### src/rtl/key_pkg.sv
// Shared definitions for the multi-channel key debouncer: repeat FSM states,
// key index constants and the default auto-repeat enable mask.
package key_pkg;

   typedef enum logic [1:0] {
      IDLE,
      HOLD_WAIT,
      REPEATING
   } rpt_state_t;

   localparam int KEY_LEFT  = 0;
   localparam int KEY_RIGHT = 1;
   localparam int KEY_ROT   = 2;
   localparam int KEY_DOWN  = 3;
   localparam int KEY_DROP  = 4;

   // Only the horizontal movement keys auto-repeat by default.
   localparam logic [4:0] DEFAULT_REPEAT_MASK = 5'b00011;

endpackage : key_pkg

### src/rtl/key_channel.sv
// One key: 2-FF synchroniser, tick-based stability filter, registered level,
// press/release pulses and an optional hold-to-repeat FSM.
module key_channel
   import key_pkg::*;
#(
   parameter int STABLE_TICKS = 5,
   parameter int REPEAT_DELAY = 250,
   parameter int REPEAT_RATE  = 50,
   parameter bit REPEAT_EN    = 1'b1
) (
   input  logic clk,
   input  logic rst,
   input  logic tick,
   input  logic raw,
   output logic level,
   output logic pressed,
   output logic released,
   output logic repeat_pulse,
   output logic action
);

   localparam int SW   = (STABLE_TICKS > 1) ? $clog2(STABLE_TICKS) : 1;
   localparam int RMAX = (REPEAT_DELAY > REPEAT_RATE) ? REPEAT_DELAY : REPEAT_RATE;
   localparam int RW   = (RMAX > 1) ? $clog2(RMAX) : 1;

   localparam logic [SW-1:0] STAB_LAST  = SW'(STABLE_TICKS - 1);
   localparam logic [RW-1:0] DELAY_LAST = RW'(REPEAT_DELAY - 1);
   localparam logic [RW-1:0] RATE_LAST  = RW'(REPEAT_RATE - 1);

   logic [1:0]    sync_ff;
   logic [SW-1:0] stab_cnt;
   logic [RW-1:0] rpt_cnt;
   rpt_state_t    state;

   logic mismatch;
   logic flip;
   logic rise;
   logic fall;
   logic fire;

   always_comb begin
      // NOTE: every signal gets a default before any branch so no latch is inferred.
      fire     = 1'b0;
      mismatch = (sync_ff[1] != level);
      flip     = tick && mismatch && (stab_cnt == STAB_LAST);
      rise     = flip && !level;
      fall     = flip && level;
      // A release on the same tick as a due repeat suppresses the repeat.
      if (REPEAT_EN && tick && !fall) begin
         case (state)
            HOLD_WAIT: fire = (rpt_cnt == DELAY_LAST);
            REPEATING: fire = (rpt_cnt == RATE_LAST);
            default:   fire = 1'b0;
         endcase
      end
   end

   // NOTE: sequential state uses non-blocking assignments so all flops update together.
   always_ff @(posedge clk) begin
      if (rst) begin
         sync_ff      <= '0;
         stab_cnt     <= '0;
         level        <= 1'b0;
         pressed      <= 1'b0;
         released     <= 1'b0;
         repeat_pulse <= 1'b0;
         action       <= 1'b0;
         rpt_cnt      <= '0;
         state        <= IDLE;
      end else begin
         sync_ff      <= {sync_ff[0], raw};
         pressed      <= rise;
         released     <= fall;
         repeat_pulse <= fire;
         action       <= rise | fire;

         if (!mismatch) begin
            stab_cnt <= '0;
         end else if (tick) begin
            stab_cnt <= flip ? '0 : stab_cnt + 1'b1;
         end

         if (flip) begin
            level <= ~level;
         end

         if (fall) begin
            state   <= IDLE;
            rpt_cnt <= '0;
         end else if (rise && REPEAT_EN) begin
            state   <= HOLD_WAIT;
            rpt_cnt <= '0;
         end else if (tick) begin
            case (state)
               HOLD_WAIT: begin
                  if (fire) begin
                     state   <= REPEATING;
                     rpt_cnt <= '0;
                  end else begin
                     rpt_cnt <= rpt_cnt + 1'b1;
                  end
               end
               REPEATING: rpt_cnt <= fire ? '0 : rpt_cnt + 1'b1;
               default:   rpt_cnt <= '0;
            endcase
         end
      end
   end

endmodule : key_channel

### src/rtl/key_debounce_array.sv
// Multi-key debouncer: one shared tick prescaler feeding NUM_KEYS independent
// key_channel instances.
module key_debounce_array
   import key_pkg::*;
#(
   parameter int                  NUM_KEYS     = 5,
   parameter int                  TICK_DIV     = 100000,
   parameter int                  STABLE_TICKS = 5,
   parameter int                  REPEAT_DELAY = 250,
   parameter int                  REPEAT_RATE  = 50,
   parameter logic [NUM_KEYS-1:0] REPEAT_MASK  = DEFAULT_REPEAT_MASK
) (
   input  logic                clk,
   input  logic                rst,
   input  logic [NUM_KEYS-1:0] raw,
   output logic [NUM_KEYS-1:0] level,
   output logic [NUM_KEYS-1:0] pressed,
   output logic [NUM_KEYS-1:0] released,
   output logic [NUM_KEYS-1:0] repeat_pulse,
   output logic [NUM_KEYS-1:0] action
);

   localparam int CW = (TICK_DIV > 1) ? $clog2(TICK_DIV) : 1;
   localparam logic [CW-1:0] CNT_LAST = CW'(TICK_DIV - 1);

   logic [CW-1:0] cnt;
   logic          tick;

   // With TICK_DIV=1 the counter sits at 0 and tick stays high.
   assign tick = (cnt == CNT_LAST);

   always_ff @(posedge clk) begin
      if (rst) begin
         cnt <= '0;
      end else if (tick) begin
         cnt <= '0;
      end else begin
         cnt <= cnt + 1'b1;
      end
   end

   for (genvar g = 0; g < NUM_KEYS; g++) begin : g_key
      key_channel #(
         .STABLE_TICKS (STABLE_TICKS),
         .REPEAT_DELAY (REPEAT_DELAY),
         .REPEAT_RATE  (REPEAT_RATE),
         .REPEAT_EN    (REPEAT_MASK[g])
      ) u_channel (
         .clk          (clk),
         .rst          (rst),
         .tick         (tick),
         .raw          (raw[g]),
         .level        (level[g]),
         .pressed      (pressed[g]),
         .released     (released[g]),
         .repeat_pulse (repeat_pulse[g]),
         .action       (action[g])
      );
   end

endmodule : key_debounce_array

### config.mk
export PLATFORM = sky130hd
export DESIGN_NAME = key_debounce_array
export DESIGN_NICKNAME = d
export VERILOG_FILES = /design/src/rtl/key_pkg.sv /design/src/rtl/key_channel.sv /design/src/rtl/key_debounce_array.sv
export SDC_FILE = /design/constraint.sdc
export NUM_CORES = 1
export LEC_CHECK = 0
export BUFFER_PORTS_ARGS = -buffer_cell sky130_fd_sc_hd__buf_2
export CORE_MARGIN = 2
export CORE_UTILIZATION = 23
export DETAILED_ROUTE_END_ITERATION = 8
export SYNTH_ARGS = -nofsm -noshare
export SYNTH_HDL_FRONTEND = slang
export SYNTH_SLANG_ARGS = --single-unit
export TNS_END_PERCENT = 5
### constraint.sdc
create_clock -name clk -period 2.6 [get_ports clk]
set_clock_uncertainty 0.15 [all_clocks]
set_input_delay 0.26 -clock clk [delete_from_list [all_inputs] [get_ports clk]]
set_output_delay 0.26 -clock clk [all_outputs]
set_load 0.05 [all_outputs]
==> results of run 1 <==
[flip-flops by register name, indices dropped and copies added (netlist names)]
name and flops:
g_key.u_channel.released 5, g_key.u_channel.pressed 5, g_key.u_channel.sync_ff 10, g_key.u_channel.state 4, g_key.u_channel.level 5, g_key.u_channel.stab_cnt 15, g_key.u_channel.repeat_pulse 2, cnt 17
g_key.u_channel.rpt_cnt 16, g_key.u_channel.action 2
[final cells by class]
class	count	area (µm²)	area share [%]
Inverter	21	78.8	1.81
Clock inverter	5	40.0	0.920
Multi-Input combinational cell	291	1840	42.4
Clock buffer	11	253	5.81
Timing Repair Buffer	41	245	5.64
Tap cell	216	270	6.21
Sequential cell	81	1620	37.3
[power groups by stage]
stage / logic [mW] / clock network, mW / registers (mW)
4_1_cts: 0.0584 / 1.25 / 1.26
3_3_place_gp: 0.0538 / 0 / 1.29
3_5_place_dp: 0.0547 / 0 / 1.29
5_1_grt: 0.0644 / 1.32 / 1.26
2_1_floorplan: 0.0434 / 0 / 1.28
6_report: 0.0575 / 1.21 / 1.26
[cell usage in the layout (no fill, tap or decap), types with 9 or more instances in the layout]
cell | synthesis | final
dfxtp_1 | 81 | 81
nor2_1 | 45 | 45
a21oi_1 | 32 | 32
buf_2 | 1 | 28
nand2_1 | 22 | 22
inv_1 | 21 | 21
o21ai_0 | 19 | 19
ha_1 | 19 | 19
nand3_1 | 17 | 17
xor2_1 | 13 | 13
and3_1 | 12 | 12
nor2b_1 | 12 | 12
xnor2_1 | 11 | 11
nor4_1 | 10 | 10
buf_4 | 25 | 10
nand4_1 | 9 | 9
nand2b_1 | 9 | 9
nor3_1 | 9 | 9
clkbuf_16 | 0 | 9
[stage by stage]
step	instance area, µm²	util [%]	instances	worst slack, ns	power, mW
2_1_floorplan	3790	-	434	0.277	1.33
3_3_place_gp	4030	25.2	647	0.261	1.34
3_5_place_dp	4030	25.2	647	0.239	1.34
4_1_cts	4350	27.2	666	0.218	2.57
5_1_grt	4350	27.2	666	0.119	2.64
6_report	4350	27.2	666	0.217	2.53
[synth_stat cells, drive strengths merged, types with 11 or more instances]
cell	instances	area share, %
dfxtp	81	43
nor2	45	4.5
a21oi	32	4.2
buf	27	5.2
nand2	22	2.2
inv	21	2.1
o21ai	20	2.6
ha	19	6.3
nand3	17	2.2
clkbuf	14	1.4
xor2	13	3.0
and3	12	2.0
nor2b	12	2.0
xnor2	11	2.5
[path summary, 6_finish.rpt]
kind,from,to,slack (ns),cells past startpoint
hold / removal,raw[1],g_key[1].u_channel.sync_ff[0],-0.0002,2
setup / recovery,g_key[0].u_channel.state[0],g_key[0].u_channel.rpt_cnt[5],0.22,7
setup reg to reg,g_key[0].u_channel.state[0],g_key[0].u_channel.rpt_cnt[5],0.22,7
hold reg to reg,g_key[2].u_channel.sync_ff[0],g_key[2].u_channel.sync_ff[1],0.28,1
[routing by layer]
| metal | GRT usage, % | up-vias | share of wire [%] | routed length, µm |
|---|---|---|---|---|
| met5 | 0 | - | 0 | 0 |
| met4 | 5.08 | 0 | 2.2 | 165 |
| met3 | 2.88 | 15 | 4.6 | 347 |
| met2 | 15.0 | 49 | 47 | 3610 |
| met1 | 10.5 | 1394 | 46 | 3500 |
| li1 | - | 1490 | - | - |
[kinds of logic after synthesis]
group,synth area share (%)
flip-flops,42.8
adder cells (fa/ha/maj),6.28
XOR/XNOR,5.55
buffers and inverters,8.66
multiplexers,0.595
AO/OA/AOI/OAI,10.3
AND/OR/NAND/NOR,25.7
other,0.0991
==> results.json, run 1 <==
{
  "p_sw_uw": 555,
  "worst_slew_pin_slew_ns": 0.555,
  "finalCritPeriodShare_pct": 91.6,
  "worstPathRequired_ns": 2.68,
  "p_clk_share_pct": 48.0,
  "async_reset_ff_share_pct": 0,
  "ios": 32,
  "p_comb_share_pct": 2.3,
  "htree_levels": 3,
  "die_w_um": 132,
  "crit_chain": "inv_1 > ha_1 > or4b_4 > a2111oi_4 > or3_1 > o31ai_1 > mux2_2",
  "path_buf_inv": 1,
  "fmax_mhz": 420,
  "clock_sinks": 81,
  "hpwl_mm": 5.31,
  "ys_seq_area_share_pct": 42.8,
  "die_area_mm2": 0.0175,
  "synth_cell_types": 49,
  "viasPerCell": 4.43,
  "holdBufCountCts": 3,
  "drive_gt1_share_pct": 13.6,
  "synthesis.instances": 432,
  "cts_tree": "yes",
  "hold_violations": 1,
  "sequentialPowerShare_pct": 49.8,
  "crit_arrival_ns": 2.46,
  "p_int_mw": 1.97,
  "status": "finished, violations left",
  "rsz0062_at_grt": "no",
  "start_util_pct": 23.7,
  "fin_nets": 471,
  "maxSlewViolCount": 0,
  "grt_max_degree": 29,
  "clkSlewWorstSetupHoldPaths_ns": 0.06,
  "synth_ff_type": "dfxtp_1",
  "path_max_fanout": 6,
  "timing.slew.headroom_pct": 62.5,
  "critical-path-top-delay-family": "simple AND/OR/NAND/NOR gates",
  "switching_share_pct": 21.9,
  "gp_congestion": 0.832,
  "ys_warn_count": 0,
  "fill_cells": 1717,
  "slowest_delay_ns": 0.51,
  "dr.pass1.iters": 5,
  "cts_root_buf": "clkbuf_16",
  "num_rows": 46,
  "setup_tns_ns": 0,
  "timing.hold.ws_ns": -0.000227,
  "drt-total-wl_mm": 7.62,
  "endpoint_kind": "flop",
  "drt_iter0_drc": 146,
  "grt_usage_pct": 9.12,
  "coreArea_mm2": 0.0160,
  "hold_class": "primary input to flop",
  "avgSynthCellArea_um2": 8.76,
  "violations": "negative hold slack",
  "setup_viol": 0,
  "die_h_um": 132,
  "finalCriticalPeriod_ns": 2.38,
  "start_kind": "flop",
  "grt_overflow": 0,
  "power.density_mw_per_mm2": 581,
  "cp_slowest_cell": "a2111oi_4",
  "antenna_found_initial": 0,
  "area_growth_pct": 15.0,
  "cts_made_buffers": 9,
  "portBuffers": 28,
  "routedWlPerCell_um": 11.4,
  "grt_pass1_vias": 2910,
  "synth_edf_count": 0,
  "clock_latency_ns": 0.34,
  "grt_pass1_wl_mm": 13.1,
  "critical_path_class": "flop to flop",
  "leakagePower_nw": 1.60,
  "ant_nets": 0,
  "antenna_cells": 0,
  "synth-seq-cells": 81,
  "clock_path_buffers": 2,
  "post_cts_resized": 0,
  "num_vias": 2948,
  "syn_area_mm2": 0.00378,
  "cap_violations": 0,
  "postCtsSetupRepairBufs": 0,
  "ir_drop_mv": 0.244,
  "drcViolationCount": 0
}
(Power assumes the default switching activity.)
==> run 2: changes to the inputs <==
CTS_CLUSTER_DIAMETER = 120   (was default)
PLACE_DENSITY = 0.42   (was default)
==> results.json, run 2 (same netlist as run 1, synthesis figures left out) <==
{
  "status": "finished clean",
  "endpoint_kind": "flop",
  "largest_reg_flops": 17,
  "leakagePower_nw": 1.65,
  "drt-total-wl_mm": 7.68,
  "cts_made_buffers": 9,
  "ant_nets": 0,
  "hold_class": "primary input to flop",
  "hold_violations": 0,
  "fmax_mhz": 431,
  "worst_slew_pin_slew_ns": 0.527,
  "timing.slew.headroom_pct": 64.6,
  "routedWlPerCell_um": 11.5,
  "drt_iter0_drc": 173,
  "grt_overflow": 0,
  "crit_arrival_ns": 2.40,
  "cts_root_buf": "clkbuf_16",
  "rsz0062_at_grt": "no",
  "top_register": "cnt",
  "fin_nets": 474,
  "num_vias": 2883,
  "cts_tree": "yes",
  "fin_util_pct": 27.8,
  "clkSlewWorstSetupHoldPaths_ns": 0.06,
  "grt_pass1_wl_mm": 13.2,
  "ir_drop_mv": 0.324,
  "power.density_mw_per_mm2": 627,
  "critical_path_class": "flop to flop",
  "finalCritPeriodShare_pct": 89.3,
  "coreArea_mm2": 0.0160,
  "cap_violations": 0,
  "area_growth_pct": 17.4,
  "portBuffers": 28,
  "htree_levels": 3,
  "clock_latency_ns": 0.34,
  "path_max_fanout": 5,
  "clock_path_buffers": 2,
  "finalCriticalPeriod_ns": 2.32,
  "num_rows": 46,
  "place_area_mm2": 0.00405,
  "drcViolationCount": 0,
  "fill_cells": 1737,
  "die_area_mm2": 0.0175,
  "reg.largest.list": "cnt (17), g_key.u_channel.rpt_cnt (16), g_key.u_channel.stab_cnt (15)",
  "post-route-cell-area_mm2": 0.00444,
  "ios": 32,
  "layout_common_cells": "81 x dfxtp_1, 45 x nor2_1, 32 x a21oi_1",
  "grt_max_degree": 38,
  "maxSlewViolCount": 0,
  "die_h_um": 132,
  "start_kind": "flop",
  "grt_usage_pct": 9.35,
  "setup_tns_ns": 0,
  "whs_path_depth": 2,
  "worstPathRequired_ns": 2.68,
  "die_w_um": 132,
  "setup_viol": 0,
  "clock_sinks": 81,
  "grt_pass1_vias": 2732,
  "post_cts_resized": 0,
  "r2r.worst_path.cells": 7,
  "final_common_cell": "dfxtp_1",
  "dr.pass1.iters": 5,
  "antenna_found_initial": 0,
  "antenna_cells": 0,
  "drive_gt1_share_pct": 13.5,
  "viasPerCell": 4.31,
  "gp_congestion": 0.738,
  "start_util_pct": 23.7,
  "hpwl_mm": 5.26,
  "p_total_mw": 2.78
}
[run 2: cell count changes in the layout (fill, tap and decap cells not counted)]
| cell | change |
|---|---|
| buf_12 | +1 |
| bufinv_16 | +3 |
| clkbuf_1 | +1 |
| clkbuf_8 | -1 |
| clkinv_2 | +1 |
| clkinv_4 | -2 |
| clkinvlp_4 | -2 |
| dlygate4sd3_1 | +2 |
[run 2: routing by layer]
layer  up-vias  share of wire [%]  GRT usage, %
li1       1498                  -             -
met3        12                3.8          2.65
met4         0                2.4          5.08
met1      1321                 49          11.7
met5         -                  0             0
met2        52                 44          14.5
[run 2: area by class of cell]
class	instances	area (µm²)	area share, %
Sequential cell	81	1620	36.5
Clock inverter	5	103	2.31
Timing Repair Buffer	44	285	6.42
Inverter	21	78.8	1.77
Tap cell	216	270	6.08
Multi-Input combinational cell	291	1840	41.5
Clock buffer	11	243	5.46
[run 2: per-stage QoR]
step | hold WS [ns] | setup WS (ns) | cells
final | 0.208 | 0.279 | 669
after global placement | 0.272 | 0.289 | 648
after CTS | 0.218 | 0.277 | 669
after floorplan | 0.238 | 0.277 | 434
after global routing | 0.266 | 0.127 | 669
after detailed placement | 0.277 | 0.291 | 648
[run 2: final timing paths]
| path | start | end | slack (ns) |
|---|---|---|---|
| max | g_key[0].u_channel.state[0] | g_key[0].u_channel.rpt_cnt[5] | 0.28 |
| min | rst | cnt[2] | 0.21 |
| max reg2reg | g_key[0].u_channel.state[0] | g_key[0].u_channel.rpt_cnt[5] | 0.28 |
| min reg2reg | g_key[4].u_channel.sync_ff[0] | g_key[4].u_channel.sync_ff[1] | 0.29 |
[run 2: where the power goes]
part	switching (mW)	total, mW	internal (mW)	leakage (nW)
clock network	0.502	1.46	0.963	0.166
registers	0.00676	1.26	1.25	0.655
logic	0.0372	0.0610	0.0237	0.834
total	0.546	2.78	2.24	1.65
[run 2: worst max-delay path, stage by stage (launching register included)]
cell and delay [ns]:
dfxtp_1 0.33, inv_1 0.06, ha_1 0.15, or4b_4 0.47, a2111oi_4 0.44, or3_1 0.25
o31ai_1 0.09, mux2_2 0.27
[run 2: repair_timing]
item                                   CTS  global route
hold buffers                             5             0
endpoints found under the hold margin    5             0
buffers inserted                         0             0
setup endpoints to repair                0             0
